[src/rtl/fb_pkg.sv]
// Shared frame-buffer geometry, write-entry layout and fill FSM states.
// Used by the arbiter and by the VGA-side blocks.
package fb_pkg;
  localparam int ROW_W  = 9;
  localparam int COL_W  = 10;
  localparam int PIX_W  = 12;
  localparam int H_PIX  = 640;
  localparam int V_PIX  = 480;
  localparam int ADDR_W = ROW_W + COL_W;

  typedef struct packed {
    logic [ROW_W-1:0] row;
    logic [COL_W-1:0] col;
    logic [PIX_W-1:0] pix;
  } wr_ent_t;

  typedef enum logic {FILL_IDLE, FILL_RUN} fill_st_t;

  // Row/column are simply concatenated, so the address space has holes past col 639.
  function automatic logic [ADDR_W-1:0] pix_addr(input logic [ROW_W-1:0] row,
                                                 input logic [COL_W-1:0] col);
    return {row, col};
  endfunction
endpackage

[src/rtl/fb_wfifo.sv]
// Synchronous write buffer: a push is visible at the output one cycle later.
// push is ignored while full and pop while empty; the caller drives ready from full.
module fb_wfifo #(
  parameter int FIFO_DEPTH = 4,
  parameter int W          = 8
) (
  input  logic         clk,
  input  logic         rst,
  input  logic         push,
  input  logic         pop,
  input  logic [W-1:0] din,
  output logic [W-1:0] dout,
  output logic         full,
  output logic         empty
);
  localparam int PW    = $clog2(FIFO_DEPTH);
  localparam int CNT_W = PW + 1;

  logic [W-1:0]     mem_q [FIFO_DEPTH];
  logic [PW-1:0]    wr_ptr_q, rd_ptr_q;
  logic [CNT_W-1:0] cnt_q, cnt_d;
  logic             do_push, do_pop;

  assign full    = (cnt_q == CNT_W'(FIFO_DEPTH));
  assign empty   = (cnt_q == '0);
  assign do_push = push & ~full;
  assign do_pop  = pop & ~empty;
  assign dout    = mem_q[rd_ptr_q];

  always_comb begin
    cnt_d = cnt_q;
    case ({do_push, do_pop})
      2'b10:   cnt_d = cnt_q + 1'b1;
      2'b01:   cnt_d = cnt_q - 1'b1;
      default: cnt_d = cnt_q;
    endcase
  end

  // Depth is a power of two, so the pointers wrap on their own.
  always_ff @(posedge clk) begin
    if (rst) begin
      wr_ptr_q <= '0;
      rd_ptr_q <= '0;
      cnt_q    <= '0;
    end else begin
      if (do_push) wr_ptr_q <= wr_ptr_q + 1'b1;
      if (do_pop)  rd_ptr_q <= rd_ptr_q + 1'b1;
      cnt_q <= cnt_d;
    end
  end

  always_ff @(posedge clk) begin
    if (do_push && !rst) mem_q[wr_ptr_q] <= din;
  end
endmodule

[src/rtl/fb_arbiter.sv]
// Pixel-RAM owner mux (display read > fill engine > write FIFO) with the screen-fill FSM.
// Display reads are zero-latency; writers stall while vga_rdn is low and wr_ready drops when the FIFO is full.
module fb_arbiter
  import fb_pkg::*;
#(
  parameter int FIFO_DEPTH = 4
) (
  input  logic                  vga_clk,
  input  logic                  rst,
  input  logic                  vga_rdn,
  input  logic [ROW_W-1:0]      vga_row,
  input  logic [COL_W-1:0]      vga_col,
  output logic [PIX_W-1:0]      vga_data,
  input  logic                  wr_valid,
  output logic                  wr_ready,
  input  logic [ROW_W-1:0]      wr_row,
  input  logic [COL_W-1:0]      wr_col,
  input  logic [PIX_W-1:0]      wr_data,
  input  logic                  fill_start,
  input  logic [PIX_W-1:0]      fill_color,
  output logic                  fill_busy,
  output logic [ADDR_W-1:0]     ram_addr,
  output logic                  ram_we,
  output logic [PIX_W-1:0]      ram_wdata,
  input  logic [PIX_W-1:0]      ram_rdata
);
  localparam logic [ROW_W-1:0] ROW_LAST = ROW_W'(V_PIX - 1);
  localparam logic [COL_W-1:0] COL_LAST = COL_W'(H_PIX - 1);

  fill_st_t         st_q;
  logic             fill_busy_q;
  logic [ROW_W-1:0] row_q;
  logic [COL_W-1:0] col_q;
  logic [PIX_W-1:0] color_q;

  wr_ent_t push_ent, pop_ent;
  logic    fifo_full, fifo_empty, fifo_pop;
  logic    fill_own;

  assign push_ent  = '{row: wr_row, col: wr_col, pix: wr_data};
  assign wr_ready  = ~fifo_full;
  assign fill_busy = fill_busy_q;
  assign vga_data  = ram_rdata;
  assign fill_own  = vga_rdn & fill_busy_q;
  assign fifo_pop  = vga_rdn & ~fill_busy_q & ~fifo_empty & ~rst;

  fb_wfifo #(
    .FIFO_DEPTH (FIFO_DEPTH),
    .W          ($bits(wr_ent_t))
  ) u_wfifo (
    .clk   (vga_clk),
    .rst   (rst),
    .push  (wr_valid),
    .pop   (fifo_pop),
    .din   (push_ent),
    .dout  (pop_ent),
    .full  (fifo_full),
    .empty (fifo_empty)
  );

  // Display read wins combinationally; writes are masked during reset.
  always_comb begin
    ram_addr  = '0;
    ram_we    = 1'b0;
    ram_wdata = '0;
    if (!vga_rdn) begin
      ram_addr = pix_addr(vga_row, vga_col);
    end else if (fill_busy_q) begin
      ram_addr  = pix_addr(row_q, col_q);
      ram_we    = ~rst;
      ram_wdata = color_q;
    end else if (!fifo_empty) begin
      ram_addr  = pix_addr(pop_ent.row, pop_ent.col);
      ram_we    = ~rst;
      ram_wdata = pop_ent.pix;
    end
  end

  always_ff @(posedge vga_clk) begin
    if (rst) begin
      st_q        <= FILL_IDLE;
      fill_busy_q <= 1'b0;
      row_q       <= '0;
      col_q       <= '0;
      color_q     <= '0;
    end else begin
      case (st_q)
        FILL_IDLE: begin
          if (fill_start) begin
            st_q        <= FILL_RUN;
            fill_busy_q <= 1'b1;
            color_q     <= fill_color;
            row_q       <= '0;
            col_q       <= '0;
          end
        end
        FILL_RUN: begin
          // Position only advances on cycles where the fill actually wrote.
          if (fill_own) begin
            if (col_q == COL_LAST) begin
              col_q <= '0;
              if (row_q == ROW_LAST) begin
                st_q        <= FILL_IDLE;
                fill_busy_q <= 1'b0;
                row_q       <= '0;
              end else begin
                row_q <= row_q + 1'b1;
              end
            end else begin
              col_q <= col_q + 1'b1;
            end
          end
        end
        default: begin
          st_q        <= FILL_IDLE;
          fill_busy_q <= 1'b0;
        end
      endcase
    end
  end
endmodule
[config.mk]
export PLATFORM = sky130hd
export DESIGN_NAME = fb_arbiter
export DESIGN_NICKNAME = d
export VERILOG_FILES = /design/src/rtl/fb_pkg.sv /design/src/rtl/fb_wfifo.sv /design/src/rtl/fb_arbiter.sv
export SDC_FILE = /design/constraint.sdc
export NUM_CORES = 1
export LEC_CHECK = 0
export CORE_UTILIZATION = 50
export DETAILED_ROUTE_END_ITERATION = 10
export GPL_TIMING_DRIVEN = 0
export PLACE_DENSITY = 0.75
export REMOVE_ABC_BUFFERS = 1
export SLEW_MARGIN = 30
export SYNTH_ARGS = -nofsm -noshare
export SYNTH_HDL_FRONTEND = slang
export SYNTH_SLANG_ARGS = --single-unit
[constraint.sdc]
create_clock -name vga_clk -period 3 [get_ports vga_clk]
set_clock_uncertainty 0.1 [all_clocks]
set_input_delay 0.75 -clock vga_clk [delete_from_list [all_inputs] [get_ports vga_clk]]
set_output_delay 0.75 -clock vga_clk [all_outputs]
set_load 0.02 [all_outputs]
==> results.json <==
{
  "status": "completed",
  "synth-simple-area-share_pct": 9.81,
  "wl_um": 15700,
  "ff2ff_setup_slack_ns": 0.53,
  "htree_levels": 4,
  "via_per_inst": 5.88,
  "crit_arrival_ns": 2.10,
  "clkSinkCount": 166,
  "intPower_mw": 4.34,
  "start_kind": "flip-flop",
  "ctsLongestPathBuffers": 2,
  "hold_violations": 0,
  "fin_crit_sh_pct": 98.5,
  "layout.nets": 656,
  "core-area_um2": 13800,
  "maxSlewViolCount": 0,
  "chipWidth_um": 121,
  "antenna_found_initial": 0,
  "synth_mux_area_share_pct": 10.1,
  "netlist_instances": 479,
  "synth_area_leaders": "edfxtp_1 (53%), dfxtp_1 (12%), mux4_2 (9.9%)",
  "comb_power_share_pct": 13.8,
  "synthesis.area_um2": 7050,
  "dp_hpwl_um": 10200,
  "gp_congestion": 0.829,
  "synth_commonest_cells": "edfxtp_1 (124), dfxtp_1 (42), nand2_1 (35), mux4_2 (31), a21oi_1 (24)",
  "seq_power_share_pct": 46.0,
  "detail-route-antenna-nets": 0,
  "period_needed_ns": 2.95,
  "rsz0062_at_grt": "false",
  "grt_max_degree": 35,
  "whs_path_depth": 2,
  "grt.overflow.total": 0,
  "clk_pin_slew_worst_paths_ns": 0.06,
  "clk_latency_ns": 0.42,
  "swShare_pct": 23.2,
  "die-height_um": 121,
  "worst_slew_margin_rel_pct": 36.0,
  "p_per_area_nw_per_um2": 639,
  "p_leak_nw": 3.04,
  "vias": 4482,
  "n_antenna_cell": 0,
  "hp-start": "color_q[11]",
  "wl_per_cell_um": 20.6,
  "ys_ff_latch": 166,
  "p_total_mw": 5.65,
  "synthFlopType": "edfxtp_1",
  "critPathMaxFanout": 20,
  "p_sw_mw": 1.31,
  "crit_type": "flip-flop to output pin",
  "synth_cell_types": 57,
  "holdBufCountCts": 0,
  "portBuffers": 100,
  "async_flop_share_pct": 0,
  "synth-adder-area-share_pct": 1.53,
  "r2r_cells": 8,
  "setup_ws_ns": 0.0462,
  "cts-root-buf": "clkbuf_16",
  "drcViolationCount": 0,
  "firstDrtPassIters": 5,
  "setup_violations": 0,
  "reg2reg_from": "u_wfifo.cnt_q[2]",
  "fmax_mhz": 339,
  "grt_pass1_vias": 4535,
  "tritoncts": "yes",
  "synth_top_family_by_area": "multiplexers",
  "worstHoldEndpoint": "color_q[11]",
  "yosysTopAreaCellShare_pct": 52.8,
  "num_rows": 43,
  "synth_area_leader_cell": "edfxtp_1",
  "seq_area_frac_synth_pct": 64.7,
  "p_clk_share_pct": 40.3,
  "synth_compound_area_share_pct": 8.92,
  "track_usage_pct": 23.2,
  "hold_class": "flip-flop to flip-flop",
  "dieArea_um2": 14600,
  "critical_path.endpoint_type": "output pin",
  "io_pins": 125,
  "synthXorXnorAreaFrac_pct": 1.24,
  "ir_drop_v": 0.000393,
  "grt_pass1_wl_um": 24600,
  "placed_area_um2": 8280,
  "place_ws_ns": -0.616,
  "regToRegEndpoint": "u_wfifo.cnt_q[2]",
  "area_growth_pct": 25.4,
  "synth_edf_count": 124,
  "yosysMostFrequentCell": "edfxtp_1",
  "drt-initial-drc-count": 327,
  "floorplan.initialDensity_pct": 51.0,
  "cts_buffers": 17,
  "maxCapViolCount": 0,
  "synth_warnings": 0,
  "drive_gt1_share_pct": 20.6,
  "fin_area_um2": 8840,
  "cp_data_required_time_ns": 2.15,
  "syn_area_per_cell_um2": 14.7,
  "tightestPinTransition_ns": 0.960
}
worst max path at each step:
| stage | slack (ns) | start | end |
|---|---|---|---|
| 2_1_floorplan | -0.34 | flip-flop | ram_addr[17] |
| 3_3_place_gp | -2.11 | vga_rdn | ram_addr[5] |
| 3_5_place_dp | -0.62 | vga_rdn | ram_addr[6] |
| 4_1_cts | -0.07 | u_wfifo.cnt_q[0] | ram_addr[6] |
| 5_1_grt | 0.001 | u_wfifo.cnt_q[0] | ram_addr[6] |
| 6_report | 0.05 | u_wfifo.cnt_q[0] | ram_addr[6] |
logic make-up (layout without fill, tap and decap cells):
family / Yosys count / after routing
AOI/OAI and AO/OA: 84 / 84
xor gates and xnor gates: 10 / 10
DFF: 166 / 166
and+or+nand+nor: 126 / 126
buffers and inverters: 53 / 156
adders and majority gates: 8 / 8
muxes: 32 / 32
layout make-up:
class	count	area (um^2)
clock buffers	17	425
flip-flops and latches	166	4570
fillers	980	4980
inverters	10	37.5
multi-input cells	260	2240
well taps	180	225
repair buffers	114	1130
clock inverters	15	204
critical path: stages, from the launching register on:
cell and delay, ns:
dfxtp_2 0.34, or3_4 0.40, and3b_4 0.24, buf_16 0.17, a221o_1 0.36, buf_2 0.17
cell usage in the layout (no fill, tap or decap), types with 7 or more instances in the layout:
cell type,synthesis,final
edfxtp_1,124,124
clkdlybuf4s50_1,0,67
dfxtp_1,42,39
nand2_1,35,35
mux4_2,31,31
a21oi_1,24,24
buf_2,7,24
nor2b_1,20,19
a221o_1,19,19
clkbuf_16,0,17
nor2_1,16,16
a22o_1,12,12
inv_1,10,10
nand3_1,10,10
nand4_1,9,9
ha_1,7,7
buf_16,0,7
power by group through the flow:
stage	combinational, mW	clock [mW]	sequential [mW]
floorplan	0.390	0	2.67
global placement	0.683	0	2.69
detailed placement	0.776	0	2.67
CTS	0.794	2.30	2.60
global route	0.841	2.38	2.61
finish	0.778	2.28	2.60
through the flow:
| step | util (%) | hold WS [ns] | cells | TNS, ns |
|---|---|---|---|---|
| 2_1_floorplan | - | 0.331 | 436 | -7.38 |
| 3_3_place_gp | 58.2 | 0.343 | 716 | -232.43 |
| 3_5_place_dp | 59.9 | 0.354 | 725 | -16.73 |
| 4_1_cts | 64.3 | 0.363 | 762 | -0.145 |
| 5_1_grt | 64.0 | 0.384 | 762 | 0 |
| 6_report | 64.0 | 0.360 | 762 | 0 |
sequential cells by signal (all words and copies together), names as in the netlist, named ones only:
register / count
color_q: 12
st_q: 1
u_wfifo.wr_ptr_q: 2
u_wfifo.cnt_q: 3
u_wfifo.rd_ptr_q: 2
fill_busy: 1
row_q: 9
col_q: 10
u_wfifo.mem_q: 124
layer usage:
metal	track usage, %	wire, um	vias up
met5	0	0	-
met4	8.49	218	0
met3	6.04	922	19
met2	39.4	8100	155
met1	28.5	6460	2261
li1	-	-	2047
timing repair:
| item | CTS | global route |
|---|---|---|
| setup buffers | 5 | 0 |
| resized for setup | 102 | 15 |
| setup endpoints to repair | 32 | 16 |
| pin swaps | 1 | 0 |
No activity file was read; power rests on OpenSTA's default activity.
